<file path="config.mk">
export PLATFORM = sky130hd
export DESIGN_NAME = alu_seq_ctrl
export DESIGN_NICKNAME = d
export VERILOG_FILES = /design/src/rtl/alu_seq_pkg.sv /design/src/rtl/alu_seq_decode.sv /design/src/rtl/alu_seq_ctrl.sv
export SDC_FILE = /design/constraint.sdc
export NUM_CORES = 1
export LEC_CHECK = 0
export CORE_ASPECT_RATIO = 1.25
export CORE_UTILIZATION = 34
export DETAILED_ROUTE_END_ITERATION = 6
export PLACE_DENSITY = 0.76
export SYNTH_ARGS = -nofsm -noshare
export SYNTH_HDL_FRONTEND = slang
export SYNTH_SLANG_ARGS = --single-unit
</file>
<file path="constraint.sdc">
create_clock -name Clock -period 1.7 [get_ports Clock]
set_input_delay 0.34 -clock Clock [delete_from_list [all_inputs] [get_ports Clock]]
set_output_delay 0.34 -clock Clock [all_outputs]
set_load 0.01 [all_outputs]
</file>
<file path="src/rtl/alu_seq_pkg.sv">
// Shared definitions for the ALU instruction sequencer: state codes, opcode map,
// ALU function codes, instruction classes and the control-strobe bundle.
package alu_seq_pkg;

    localparam logic [3:0] ST_IDLE = 4'd0;
    localparam logic [3:0] ST_T0   = 4'd1;
    localparam logic [3:0] ST_T1   = 4'd2;
    localparam logic [3:0] ST_T2   = 4'd3;
    localparam logic [3:0] ST_T3   = 4'd4;
    localparam logic [3:0] ST_T4   = 4'd5;
    localparam logic [3:0] ST_T5   = 4'd6;
    localparam logic [3:0] ST_HALT = 4'd7;

    typedef enum logic [3:0] {
        S_IDLE = ST_IDLE,
        S_T0   = ST_T0,
        S_T1   = ST_T1,
        S_T2   = ST_T2,
        S_T3   = ST_T3,
        S_T4   = ST_T4,
        S_T5   = ST_T5,
        S_HALT = ST_HALT
    } state_t;

    localparam logic [4:0] OP_ADD  = 5'b00011;
    localparam logic [4:0] OP_SUB  = 5'b00100;
    localparam logic [4:0] OP_AND  = 5'b01010;
    localparam logic [4:0] OP_OR   = 5'b01011;
    localparam logic [4:0] OP_ADDI = 5'b01100;
    localparam logic [4:0] OP_ANDI = 5'b01101;
    localparam logic [4:0] OP_ORI  = 5'b01110;

    localparam logic [3:0] ALU_NOP = 4'd0;
    localparam logic [3:0] ALU_ADD = 4'd1;
    localparam logic [3:0] ALU_SUB = 4'd2;
    localparam logic [3:0] ALU_AND = 4'd3;
    localparam logic [3:0] ALU_OR  = 4'd4;

    typedef enum logic [1:0] {
        CLS_R   = 2'd0,
        CLS_I   = 2'd1,
        CLS_ILL = 2'd2
    } instr_cls_t;

    typedef struct packed {
        logic pc_out;
        logic mar_in;
        logic inc_pc;
        logic pc_in;
        logic read;
        logic mdr_in;
        logic mdr_out;
        logic ir_in;
        logic gra;
        logic grb;
        logic grc;
        logic r_in;
        logic r_out;
        logic y_in;
        logic c_out;
        logic z_in;
        logic zlow_out;
    } ctrl_t;

endpackage

</file>
<file path="src/rtl/alu_seq_decode.sv">
// Combinational opcode decoder: maps the IR opcode field to an instruction
// class and the ALU function used in T4.
module alu_seq_decode
    import alu_seq_pkg::*;
#(
    parameter int OPCODE_W = 5,
    parameter int ALU_OP_W = 4
) (
    input  logic [OPCODE_W-1:0] opcode,
    output instr_cls_t          cls,
    output logic [ALU_OP_W-1:0] alu_op
);

    // Opcode lookup; anything outside the map is illegal and gets no ALU function.
    always_comb begin
        cls    = CLS_ILL;
        alu_op = ALU_OP_W'(ALU_NOP);
        case (opcode)
            OPCODE_W'(OP_ADD):  begin cls = CLS_R; alu_op = ALU_OP_W'(ALU_ADD); end
            OPCODE_W'(OP_SUB):  begin cls = CLS_R; alu_op = ALU_OP_W'(ALU_SUB); end
            OPCODE_W'(OP_AND):  begin cls = CLS_R; alu_op = ALU_OP_W'(ALU_AND); end
            OPCODE_W'(OP_OR):   begin cls = CLS_R; alu_op = ALU_OP_W'(ALU_OR);  end
            OPCODE_W'(OP_ADDI): begin cls = CLS_I; alu_op = ALU_OP_W'(ALU_ADD); end
            OPCODE_W'(OP_ANDI): begin cls = CLS_I; alu_op = ALU_OP_W'(ALU_AND); end
            OPCODE_W'(OP_ORI):  begin cls = CLS_I; alu_op = ALU_OP_W'(ALU_OR);  end
            default:            begin cls = CLS_ILL; alu_op = ALU_OP_W'(ALU_NOP); end
        endcase
    end

endmodule

</file>
<file path="src/rtl/alu_seq_ctrl.sv">
// Hardwired fetch/execute sequencer producing datapath strobes per state.
// Optional macro SEQ_SINGLE_STEP_EN adds a Step input gating every advance.
module alu_seq_ctrl
    import alu_seq_pkg::*;
#(
    parameter int IR_W     = 32,
    parameter int OPCODE_W = 5,
    parameter int ALU_OP_W = 4,
    parameter int MEM_WAIT = 0
) (
    input  logic                Clock,
    input  logic                Reset,
    input  logic                Run,
`ifdef SEQ_SINGLE_STEP_EN
    input  logic                Step,
`endif
    input  logic [IR_W-1:0]     IR,
    output logic                PCout,
    output logic                MARin,
    output logic                IncPC,
    output logic                PCin,
    output logic                Read,
    output logic                MDRin,
    output logic                MDRout,
    output logic                IRin,
    output logic                Gra,
    output logic                Grb,
    output logic                Grc,
    output logic                Rin,
    output logic                Rout,
    output logic                Yin,
    output logic                Cout,
    output logic                Zin,
    output logic                Zlowout,
    output logic [ALU_OP_W-1:0] alu_op,
    output logic                instr_done,
    output logic                halted,
    output logic [3:0]          state
);

    localparam logic [3:0] WAIT_INIT = 4'(MEM_WAIT);

    state_t                state_r, state_n;
    logic [3:0]            wait_cnt_r, wait_cnt_n;
    instr_cls_t            cls_r, cls_n;
    logic [ALU_OP_W-1:0]   alu_r, alu_n;
    instr_cls_t            dec_cls_s;
    logic [ALU_OP_W-1:0]   dec_alu_s;
    logic                  step_s;
    ctrl_t                 ctrl_s;
    logic [ALU_OP_W-1:0]   alu_op_s;
    logic                  done_s;
    logic                  halted_s;
    logic                  unused_ir_s;

`ifdef SEQ_SINGLE_STEP_EN
    assign step_s = Step;
`else
    assign step_s = 1'b1;
`endif

    // Only the opcode field is consumed; the operand fields feed the datapath.
    assign unused_ir_s = ^IR[IR_W-OPCODE_W-1:0];

    alu_seq_decode #(
        .OPCODE_W (OPCODE_W),
        .ALU_OP_W (ALU_OP_W)
    ) u_decode (
        .opcode (IR[IR_W-1 -: OPCODE_W]),
        .cls    (dec_cls_s),
        .alu_op (dec_alu_s)
    );

    // State, wait counter and latched decode registers.
    always_ff @(posedge Clock or posedge Reset) begin
        if (Reset) begin
            state_r    <= S_IDLE;
            wait_cnt_r <= 4'd0;
            cls_r      <= CLS_R;
            alu_r      <= ALU_OP_W'(ALU_NOP);
        end else begin
            state_r    <= state_n;
            wait_cnt_r <= wait_cnt_n;
            cls_r      <= cls_n;
            alu_r      <= alu_n;
        end
    end

    // Next-state logic; outside IDLE/HALT every advance is gated by step_s.
    always_comb begin
        state_n    = state_r;
        wait_cnt_n = wait_cnt_r;
        cls_n      = cls_r;
        alu_n      = alu_r;
        case (state_r)
            S_IDLE: begin
                if (Run) state_n = S_T0;
                else     state_n = S_IDLE;
            end
            S_T0: begin
                if (step_s) begin
                    state_n    = S_T1;
                    wait_cnt_n = WAIT_INIT;
                end else begin
                    state_n = S_T0;
                end
            end
            S_T1: begin
                if (!step_s) begin
                    state_n = S_T1;
                end else if (wait_cnt_r == 4'd0) begin
                    state_n = S_T2;
                end else begin
                    wait_cnt_n = wait_cnt_r - 4'd1;
                end
            end
            S_T2: begin
                if (step_s) state_n = S_T3;
                else        state_n = S_T2;
            end
            S_T3: begin
                if (step_s) begin
                    cls_n = dec_cls_s;
                    alu_n = dec_alu_s;
                    if (dec_cls_s == CLS_ILL) state_n = S_HALT;
                    else                      state_n = S_T4;
                end else begin
                    state_n = S_T3;
                end
            end
            S_T4: begin
                if (step_s) state_n = S_T5;
                else        state_n = S_T4;
            end
            S_T5: begin
                if (!step_s)  state_n = S_T5;
                else if (Run) state_n = S_T0;
                else          state_n = S_IDLE;
            end
            S_HALT:  state_n = S_HALT;
            default: state_n = S_IDLE;
        endcase
    end

    // Moore strobe decode; T3 strobes are suppressed when the opcode is illegal.
    always_comb begin
        ctrl_s   = '0;
        alu_op_s = ALU_OP_W'(ALU_NOP);
        done_s   = 1'b0;
        halted_s = 1'b0;
        case (state_r)
            S_IDLE: ctrl_s = '0;
            S_T0: begin
                ctrl_s.pc_out = 1'b1;
                ctrl_s.mar_in = 1'b1;
                ctrl_s.inc_pc = 1'b1;
                ctrl_s.z_in   = 1'b1;
            end
            S_T1: begin
                ctrl_s.zlow_out = 1'b1;
                ctrl_s.pc_in    = 1'b1;
                ctrl_s.read     = 1'b1;
                ctrl_s.mdr_in   = 1'b1;
            end
            S_T2: begin
                ctrl_s.mdr_out = 1'b1;
                ctrl_s.ir_in   = 1'b1;
            end
            S_T3: begin
                if (dec_cls_s != CLS_ILL) begin
                    ctrl_s.grb   = 1'b1;
                    ctrl_s.r_out = 1'b1;
                    ctrl_s.y_in  = 1'b1;
                end else begin
                    ctrl_s = '0;
                end
            end
            S_T4: begin
                alu_op_s    = alu_r;
                ctrl_s.z_in = 1'b1;
                if (cls_r == CLS_R) begin
                    ctrl_s.grc   = 1'b1;
                    ctrl_s.r_out = 1'b1;
                end else begin
                    ctrl_s.c_out = 1'b1;
                end
            end
            S_T5: begin
                ctrl_s.zlow_out = 1'b1;
                ctrl_s.gra      = 1'b1;
                ctrl_s.r_in     = 1'b1;
                done_s          = 1'b1;
            end
            S_HALT:  halted_s = 1'b1;
            default: ctrl_s = '0;
        endcase
    end

    assign PCout      = ctrl_s.pc_out;
    assign MARin      = ctrl_s.mar_in;
    assign IncPC      = ctrl_s.inc_pc;
    assign PCin       = ctrl_s.pc_in;
    assign Read       = ctrl_s.read;
    assign MDRin      = ctrl_s.mdr_in;
    assign MDRout     = ctrl_s.mdr_out;
    assign IRin       = ctrl_s.ir_in;
    assign Gra        = ctrl_s.gra;
    assign Grb        = ctrl_s.grb;
    assign Grc        = ctrl_s.grc;
    assign Rin        = ctrl_s.r_in;
    assign Rout       = ctrl_s.r_out;
    assign Yin        = ctrl_s.y_in;
    assign Cout       = ctrl_s.c_out;
    assign Zin        = ctrl_s.z_in;
    assign Zlowout    = ctrl_s.zlow_out;
    assign alu_op     = alu_op_s;
    assign instr_done = done_s;
    assign halted     = halted_s;
    assign state      = state_r;

endmodule

</file>
==> out/results.ini, run 1 <==
[outcome]
status = finished, violations left
violations = setup timing

[sta]
final_hold_viol_count = 0
fin_crit_sh_pct = 104
setup_viol = 2
fmax_mhz = 563
setup_ws_ns = -0.0765
fin_skew_ns = 0.00149
maxSlewViolCount = 0
layout_min_cycle_time_ns = 1.78
rsz0062_at_grt = true
hold_ws_ns = 0.377

[floorplan]
chipWidth_um = 46.9
io_pins = 62
dieArea_um2 = 2730
die_h_um = 58.2
rows = 20
start_util_pct = 35.7
core_um2 = 2400

[yosys]
yosys_warnings = 0
synth_area_um2 = 858
synth_enable_flop_cells = 0
yosys_most_used_dff = dfrtp_1
yosysUniqueCellTypes = 34
synth-seq-area-share_pct = 35.0
ys_async_sr_fraction_pct = 100
syn_inst = 97
ys_seq_elements = 12
syn_avg_cell_area_um2 = 8.85

[worst_setup_path]
r2r_slack_ns = 0.16
r2r-end = wait_cnt_r[2]
crit_type = reg2out
required_ns = 1.36
path_cells = and2b_4, nand2b_4, a211oi_4, or2_1, buf_2
crit_slowest_cell = dfrtp_1
r2r_start = state[0]
cp_max_fo = 4
ff2ff_path_depth = 7
cpPeakStageDelay_ns = 0.38
start_kind = flop
cp_top_family = simple AND/OR/NAND/NOR gates
cp_num_cells = 5
cp-startpoint = state[1]
critical_path_arrival_ns = 1.44
crit_end = Rout
crit_buf_inv = 1
critPathCaptureType = output port

[min_path]
min_path_type = in2async

[drt]
vias_per_cell = 4.72
wl_per_cell_um = 11.8
first_iter_violations = 15
wl_um = 2120
drc = 0
num_vias = 844
postRouteAntennaNets = 0
firstDrtPassIters = 4

[place]
dp_hpwl_um = 1610
portBuffers = 32
place.gp.congestion = 0.725

[flow_run]
drv_cap = 0

[cts]
clock_path_buffers = 2
cts_sinks = 12
clk_latency_ns = 0.26
hold_buffers = 0
root_buffer = clkbuf_4
htreeDepth = 1
cts_tree = yes
clk_pin_slew_ns = 0.07
cts_buffers = 3

[finish]
syn2layout_area_growth_pct = 50.4
drive_gt1_share_pct = 45.9
diodes = 0
nets = 184
fin_util_pct = 53.8

[grt]
grt_pass1_wl_um = 3450
antenna_found_initial = 0
grt_util_all_layers_pct = 17.1
grt_overflow = 0
grt_pass1_vias = 853
grt_max_degree = 13

[pwr]
cellPowerDensity_nw_per_um2 = 1400
p_leak_uw = 0.000696
peakVddDrop_mv = 0.574

==> routing by layer <==
layer / global-route usage (%) / part of all wire (%)
met2: 31.9 / 55
met4: 6.53 / 0.99
met1: 17.5 / 37
met3: 3.43 / 6.8
met5: 0 / 0
==> how the worst min path moves through the flow <==
stage / startpoint / endpoint / slack, ns / cells after the start
after floorplan: Reset / asynchronous set/reset pin / 0.20 / 1
after global routing: Reset / wait_cnt_r[2] / 0.44 / 2
after CTS: Reset / wait_cnt_r[0] / 0.39 / 2
after detailed placement: alu_r[1] / alu_r[1] / 0.46 / 2
after global placement: alu_r[1] / alu_r[1] / 0.46 / 2
final: Reset / wait_cnt_r[0] / 0.38 / 2
==> power breakdown <==
part / total (µW) / internal [µW] / switching (µW)
registers: 413 / 367 / 46.7
logic: 1220 / 643 / 579
clock network: 167 / 81.8 / 84.7
==> worst reg2reg max path: cells and delay by family (launching register included) <==
kind | cells | cell delay [ns]
buf+inv | 3 | 0.41
flops | 1 | 0.39
simple gates | 2 | 0.32
compound gates | 1 | 0.19
mux | 1 | 0.12
==> cell type report <==
class | instances | area, µm²
fill | 238 | 1110
multi-input combinational | 65 | 464
timing repair buffer | 58 | 433
sequential | 12 | 300
tap | 33 | 41.3
inverter | 8 | 30.0
clock buffer | 3 | 22.5
==> sequential cells by signal, indices dropped and copies added, names as in the netlist, named ones only <==
name / cells
cls_r: 2
wait_cnt_r: 4
alu_r: 3
state: 2
==> cell usage after synthesis, types with 2 or more instances <==
cell / n / area share [%]
a21oi_1: 4 / 2.3
and3_2: 3 / 2.6
buf_4: 10 / 8.7
buf_6: 2 / 2.6
dfrtp_1: 12 / 35
inv_1: 8 / 3.5
mux2i_1: 2 / 2.3
nand2_1: 15 / 6.6
nand4b_1: 2 / 2.0
nor2_1: 7 / 3.1
nor2b_1: 3 / 2.2
nor3_1: 2 / 1.2
o21ai_0: 3 / 1.7
o21ai_1: 2 / 1.2
o31ai_1: 2 / 1.7
xnor2_1: 2 / 2.0
==> stage by stage <==
stage	setup slack (ns)	power (µW)	cell area, µm²	instances	setup TNS [ns]
6_report	-0.0765	1800	1290	179	-0.0784
3_5_place_dp	-0.743	1610	1270	170	-3.02
4_1_cts	-0.101	1730	1270	177	-0.150
3_3_place_gp	-0.674	1580	1270	170	-2.48
5_1_grt	-0.165	1930	1290	179	-0.512
2_1_floorplan	0.0181	1050	862	98	0
==> kinds of logic after synthesis <==
group | Yosys count | share of synthesized area (%)
xor gates and xnor gates | 3 | 3.06
and+or+nand+nor | 39 | 26.2
muxes | 2 | 2.33
DFF | 12 | 35.0
adders and majority gates | 1 | 1.46
buffers and inverters | 21 | 15.5
AOI/OAI and AO/OA | 18 | 16.0
other | 1 | 0.437
==> cells in the final DEF (no fill, tap or decap), types with 2 or more instances in the layout <==
master	count
buf_6	3
buf_4	24
clkdlybuf4s50_1	4
and3_2	3
nand2_1	14
xnor2_1	2
clkbuf_4	3
dlygate4sd2_1	5
clkdlybuf4s15_2	2
nor2_1	7
inv_1	7
nor2b_4	3
mux2i_1	2
nand4b_1	2
o21ai_0	3
clkbuf_2	3
a21oi_1	4
buf_2	15
conb_1	2
dfrtp_1	12
o31ai_1	2
==> repair_timing <==
action / in CTS / in global routing
pin swaps: 4 / 1
resized for setup: 86 / 15
setup endpoints to repair: 23 / 17
buffers inserted: 4 / 2
hold endpoints to repair: 0 / 0
Power figures use the tool's default switching activity.
==> run 2, diff against run 1 <==
--- a/config.mk
+++ b/config.mk
@@ -5,10 +5,11 @@
 export SDC_FILE = /design/constraint.sdc
 export NUM_CORES = 1
 export LEC_CHECK = 0
-export CORE_ASPECT_RATIO = 1.25
+export CORE_ASPECT_RATIO = 1.4
 export CORE_UTILIZATION = 34
 export DETAILED_ROUTE_END_ITERATION = 6
 export PLACE_DENSITY = 0.76
+export SKIP_CTS_REPAIR_TIMING = 1
 export SYNTH_ARGS = -nofsm -noshare
 export SYNTH_HDL_FRONTEND = slang
 export SYNTH_SLANG_ARGS = --single-unit
==> run 2 against run 1 <==
Compared with the run above: the run still ends with setup timing left; non-clock buffer count fell by 5; power shrank 0.41%; sequential share of layout area decreased by 0.97 points; fmax fell by 3.1%; clock skew hardly changed; routed wire length shrank 7.4%; clock-buffer cell count up 1; first-iteration DRC count increased by 20%; largest cell class is now buffers; largest power group unchanged.
==> out/results.ini, run 2 (synthesis results as in run 1) <==
[outcome]
status = finished, violations left
violations = setup timing

[grt]
grt_overflow = 0
antenna_found_initial = 0
use_met3_pct = 1.17
met1_usage_pct = 14.2
grt_pass1_wl_um = 2970
grt_util_all_layers_pct = 14.5
grt_use_met2_pct = 30.3
top_usage_layer = met2
grt_pass1_vias = 737
grt_max_degree = 13

[worst_setup_path]
critical_path_arrival_ns = 1.49
r2r_slack_ns = 0.25
crit_type = reg2out
ff2ff_path_depth = 6
r2r_start = state[0]
crit_end = Rout
critPathCaptureType = output port
required_ns = 1.36
cp_max_fo = 3
start_kind = flop
r2r-end = wait_cnt_r[2]

[drt]
drc = 0
first_iter_violations = 18
wl_um = 1960
postRouteAntennaNets = 0
num_vias = 813
wl_per_cell_um = 11.1
vias_per_cell = 4.62
firstDrtPassIters = 4

[floorplan]
io_pins = 62
die_h_um = 61.5
chipWidth_um = 44.5
start_util_pct = 35.9
core_um2 = 2390
dieArea_um2 = 2730
rows = 21

[sta]
setup_ws_ns = -0.133
fmax_mhz = 545
final_hold_viol_count = 0
fin_skew_ns = 0.00113
layout_min_cycle_time_ns = 1.83
rsz0062_at_grt = true
fin_crit_sh_pct = 108
setup_viol = 3
maxSlewViolCount = 0

[finish]
largest_registers = wait_cnt_r (4), alu_r (3)
fillCellCount = 218
top_register = wait_cnt_r
final_cell_mix = buf_4 (19), nand2_1 (15), dlymetal6s2s_1 (15)
fin_util_pct = 56.4
diodes = 0
layout_commonest_cell = buf_4
syn2layout_area_growth_pct = 57.0
drive_gt1_share_pct = 38.0
largest_reg_flops = 4
nets = 179

[pwr]
cellPowerDensity_nw_per_um2 = 1330
peakVddDrop_mv = 0.622
p_leak_uw = 0.000833
power.total_uw = 1790

[place]
dp_hpwl_um = 1620
place_ws_ns = -0.801
place.gp.congestion = 0.716
portBuffers = 32

[cts]
clk_latency_ns = 0.26
cts_sinks = 12
cts_buffers = 3
root_buffer = clkbuf_4
clock_path_buffers = 2
clk_pin_slew_ns = 0.07
htreeDepth = 1
cts_tree = yes

[flow_run]
drv_cap = 0

[min_path]
min_path_type = in2async

[run 2: cell count changes in the layout (fill, tap and decap cells not counted), sizes merged]
| cell | delta |
|---|---|
| dlymetal6s2s | +14 |
| clkdlybuf4s15 | -3 |
| clkbuf | +5 |
| buf | -15 |
| dlygate4sd2 | -5 |
[run 2: worst min path at each step]
stage	start	to	slack (ns)
final	Reset	wait_cnt_r[3]	0.38
after floorplan	Reset	asynchronous set/reset pin	0.20
after detailed placement	alu_r[0]	alu_r[0]	0.48
after global routing	Reset	wait_cnt_r[3]	0.42
after CTS	Reset	wait_cnt_r[3]	0.38
after global placement	alu_r[1]	alu_r[1]	0.47
[run 2: area by class of cell]
cell class | count | area [µm²] | share of cell area, %
Clock buffer | 4 | 36.3 | 2.69
Inverter | 8 | 30.0 | 2.23
Multi-Input combinational cell | 65 | 462 | 34.3
Sequential cell | 12 | 300 | 22.3
Tap cell | 34 | 42.5 | 3.16
Timing Repair Buffer | 53 | 477 | 35.4
[run 2: worst max-delay path, cell delays in order (launching register included)]
cell	delay, ns
dfrtp_1	0.39
buf_6	0.12
and2b_4	0.17
nand2_1	0.10
nor3_2	0.06
or2_1	0.22
dlymetal6s2s_1	0.17
[run 2: power breakdown]
group	switching (µW)	internal, µW
combinational	521	622
clock	91.8	130
sequential	63.2	366
total	676	1120
[run 2: per-stage QoR]
stage | hold WS, ns | area (µm²) | TNS, ns | std cells
global route | 0.424 | 1350 | -0.374 | 176
global placement | 0.471 | 1270 | -2.34 | 171
finish | 0.376 | 1350 | -0.158 | 176
floorplan | 0.205 | 862 | 0 | 98
detailed placement | 0.482 | 1270 | -3.19 | 171
CTS | 0.376 | 1310 | -8.56 | 175
[run 2: per-layer routing]
| layer | part of all wire (%) | routed length, µm |
|---|---|---|
| met2 | 57 | 1110 |
| met4 | 0 | 0 |
| met5 | 0 | 0 |
| met1 | 39 | 771 |
| met3 | 4.0 | 78 |
==> run 3, diff against run 2 <==
--- a/config.mk
+++ b/config.mk
@@ -9,7 +9,6 @@
 export CORE_UTILIZATION = 34
 export DETAILED_ROUTE_END_ITERATION = 6
 export PLACE_DENSITY = 0.76
-export SKIP_CTS_REPAIR_TIMING = 1
 export SYNTH_ARGS = -nofsm -noshare
 export SYNTH_HDL_FRONTEND = slang
 export SYNTH_SLANG_ARGS = --single-unit
==> run 3 against run 2 <==
Compared with the run above: the run still ends with setup timing left; global-route usage is 1.3 points higher; sequential power rose by 0.9%; combinational power is 5% higher; sequential share of layout area down 0.062 points; clock-buffer cell count unchanged; cell count is 4.0% higher; non-clock buffer count up 7; fmax grew 1.2%; critical path type unchanged; largest cell class is now multi-input gates; highest routed layer is now met4.
==> out/results.ini, run 3 (synthesis results as in run 1) <==
[place]
dp_hpwl_um = 1620
portBuffers = 32
place.gp.congestion = 0.716
place_ws_ns = -0.801

[floorplan]
die_h_um = 61.5
core_um2 = 2390
rows = 21
start_util_pct = 35.9
io_pins = 62
dieArea_um2 = 2730
chipWidth_um = 44.5

[outcome]
violations = setup timing
status = finished, violations left

[cts]
clock_path_buffers = 2
hold_buffers = 0
clk_latency_ns = 0.28
clk_pin_slew_ns = 0.08
root_buffer = clkbuf_4
cts_tree = yes
cts_buffers = 3
htreeDepth = 1
cts_sinks = 12

[finish]
diodes = 0
final_cell_mix = buf_4 (25), nand2_1 (13), dfrtp_1 (12)
syn2layout_area_growth_pct = 57.4
layout_commonest_cell = buf_4
nets = 186
drive_gt1_share_pct = 46.3
fillCellCount = 225
largest_registers = wait_cnt_r (4), alu_r (3)
top_register = wait_cnt_r
largest_reg_flops = 4

[sta]
fin_crit_sh_pct = 107
fmax_mhz = 552
layout_min_cycle_time_ns = 1.81
setup_ws_ns = -0.111
fin_skew_ns = 0.00185
final_hold_viol_count = 0
hold_ws_ns = 0.353
setup_viol = 6
maxSlewViolCount = 0
rsz0062_at_grt = true

[drt]
wl_um = 2090
firstDrtPassIters = 4
postRouteAntennaNets = 0
vias_per_cell = 4.69
drc = 0
num_vias = 859
wl_per_cell_um = 11.4
first_iter_violations = 37

[worst_setup_path]
cp_top_family = simple AND/OR/NAND/NOR gates
cp_max_fo = 4
crit_type = reg2out
critical_path_arrival_ns = 1.47
path_cells = and2b_4, nand2b_4, a211oi_4, or2_1, buf_2
crit_slowest_cell = dfrtp_1
start_kind = flop
cpPeakStageDelay_ns = 0.38
required_ns = 1.36
crit_buf_inv = 1
critPathCaptureType = output port

[grt]
grt_overflow = 0
grt_pass1_vias = 812
grt_max_degree = 13
antenna_found_initial = 0
grt_pass1_wl_um = 3200
grt_util_all_layers_pct = 15.8

[min_path]
min_path_type = in2async

[pwr]
cellPowerDensity_nw_per_um2 = 1380
peakVddDrop_mv = 0.625
p_leak_uw = 0.000714

[flow_run]
drv_cap = 0

==> run 3: final cells by class <==
cell class | instances | area, µm² | share of cell area [%]
multi-input cells | 65 | 478 | 35.4
inverters | 8 | 30.0 | 2.22
repair buffers | 60 | 464 | 34.4
well taps | 34 | 42.5 | 3.15
clock buffers | 4 | 36.3 | 2.69
flip-flops and latches | 12 | 300 | 22.2
==> run 3: repair_timing <==
action	4_1_cts	5_1_grt
pin swaps	6	1
endpoints found under the setup margin	23	20
resized for setup	81	20
buffers inserted	6	3
==> run 3: worst paths after layout <==
kind	cells past startpoint	end	start	slack, ns
worst max-delay path	5	Rout	state[1]	-0.11
worst min-delay path	2	wait_cnt_r[3]	Reset	0.35
worst max register to register	6	alu_r[1]	state[1]	0.23
worst min register to register	2	alu_r[0]	alu_r[0]	0.50
max in group asynchronous	2	alu_r[1]	Reset	1.04
min in group Clock	2	alu_r[0]	alu_r[0]	0.50
==> run 3: report_power, final <==
group          switching (µW)  leakage, µW  internal, µW
Sequential               67.4     0.000155           366
Combinational             559     0.000537           640
Clock                     100    0.0000210           130
==> run 3: metal layers <==
layer  vias up  global-route usage [%]  wire length, µm
met5         -                       0                0
met1       395                    14.2              734
li1        416                       -                -
met2        42                    34.5             1180
met3         6                   0.880              130
met4         0                    6.49               47
==> run 3: worst reg2reg max path: cells and delay by family, from the launching register on <==
family | cells | cell delay (ns)
flops | 1 | 0.38
simple gates | 2 | 0.36
compound gates | 1 | 0.23
buf+inv | 3 | 0.40
==> run 3: metrics by stage <==
step	cell area [µm²]	instances	total power (µW)	setup TNS (ns)	utilization [%]
CTS	1340	180	1820	-0.142	55.9
detailed placement	1270	171	1620	-3.19	53.2
floorplan	862	98	1050	0	-
global route	1350	183	2000	-0.570	56.5
global placement	1270	171	1580	-2.34	53.2
finish	1350	183	1860	-0.213	56.5
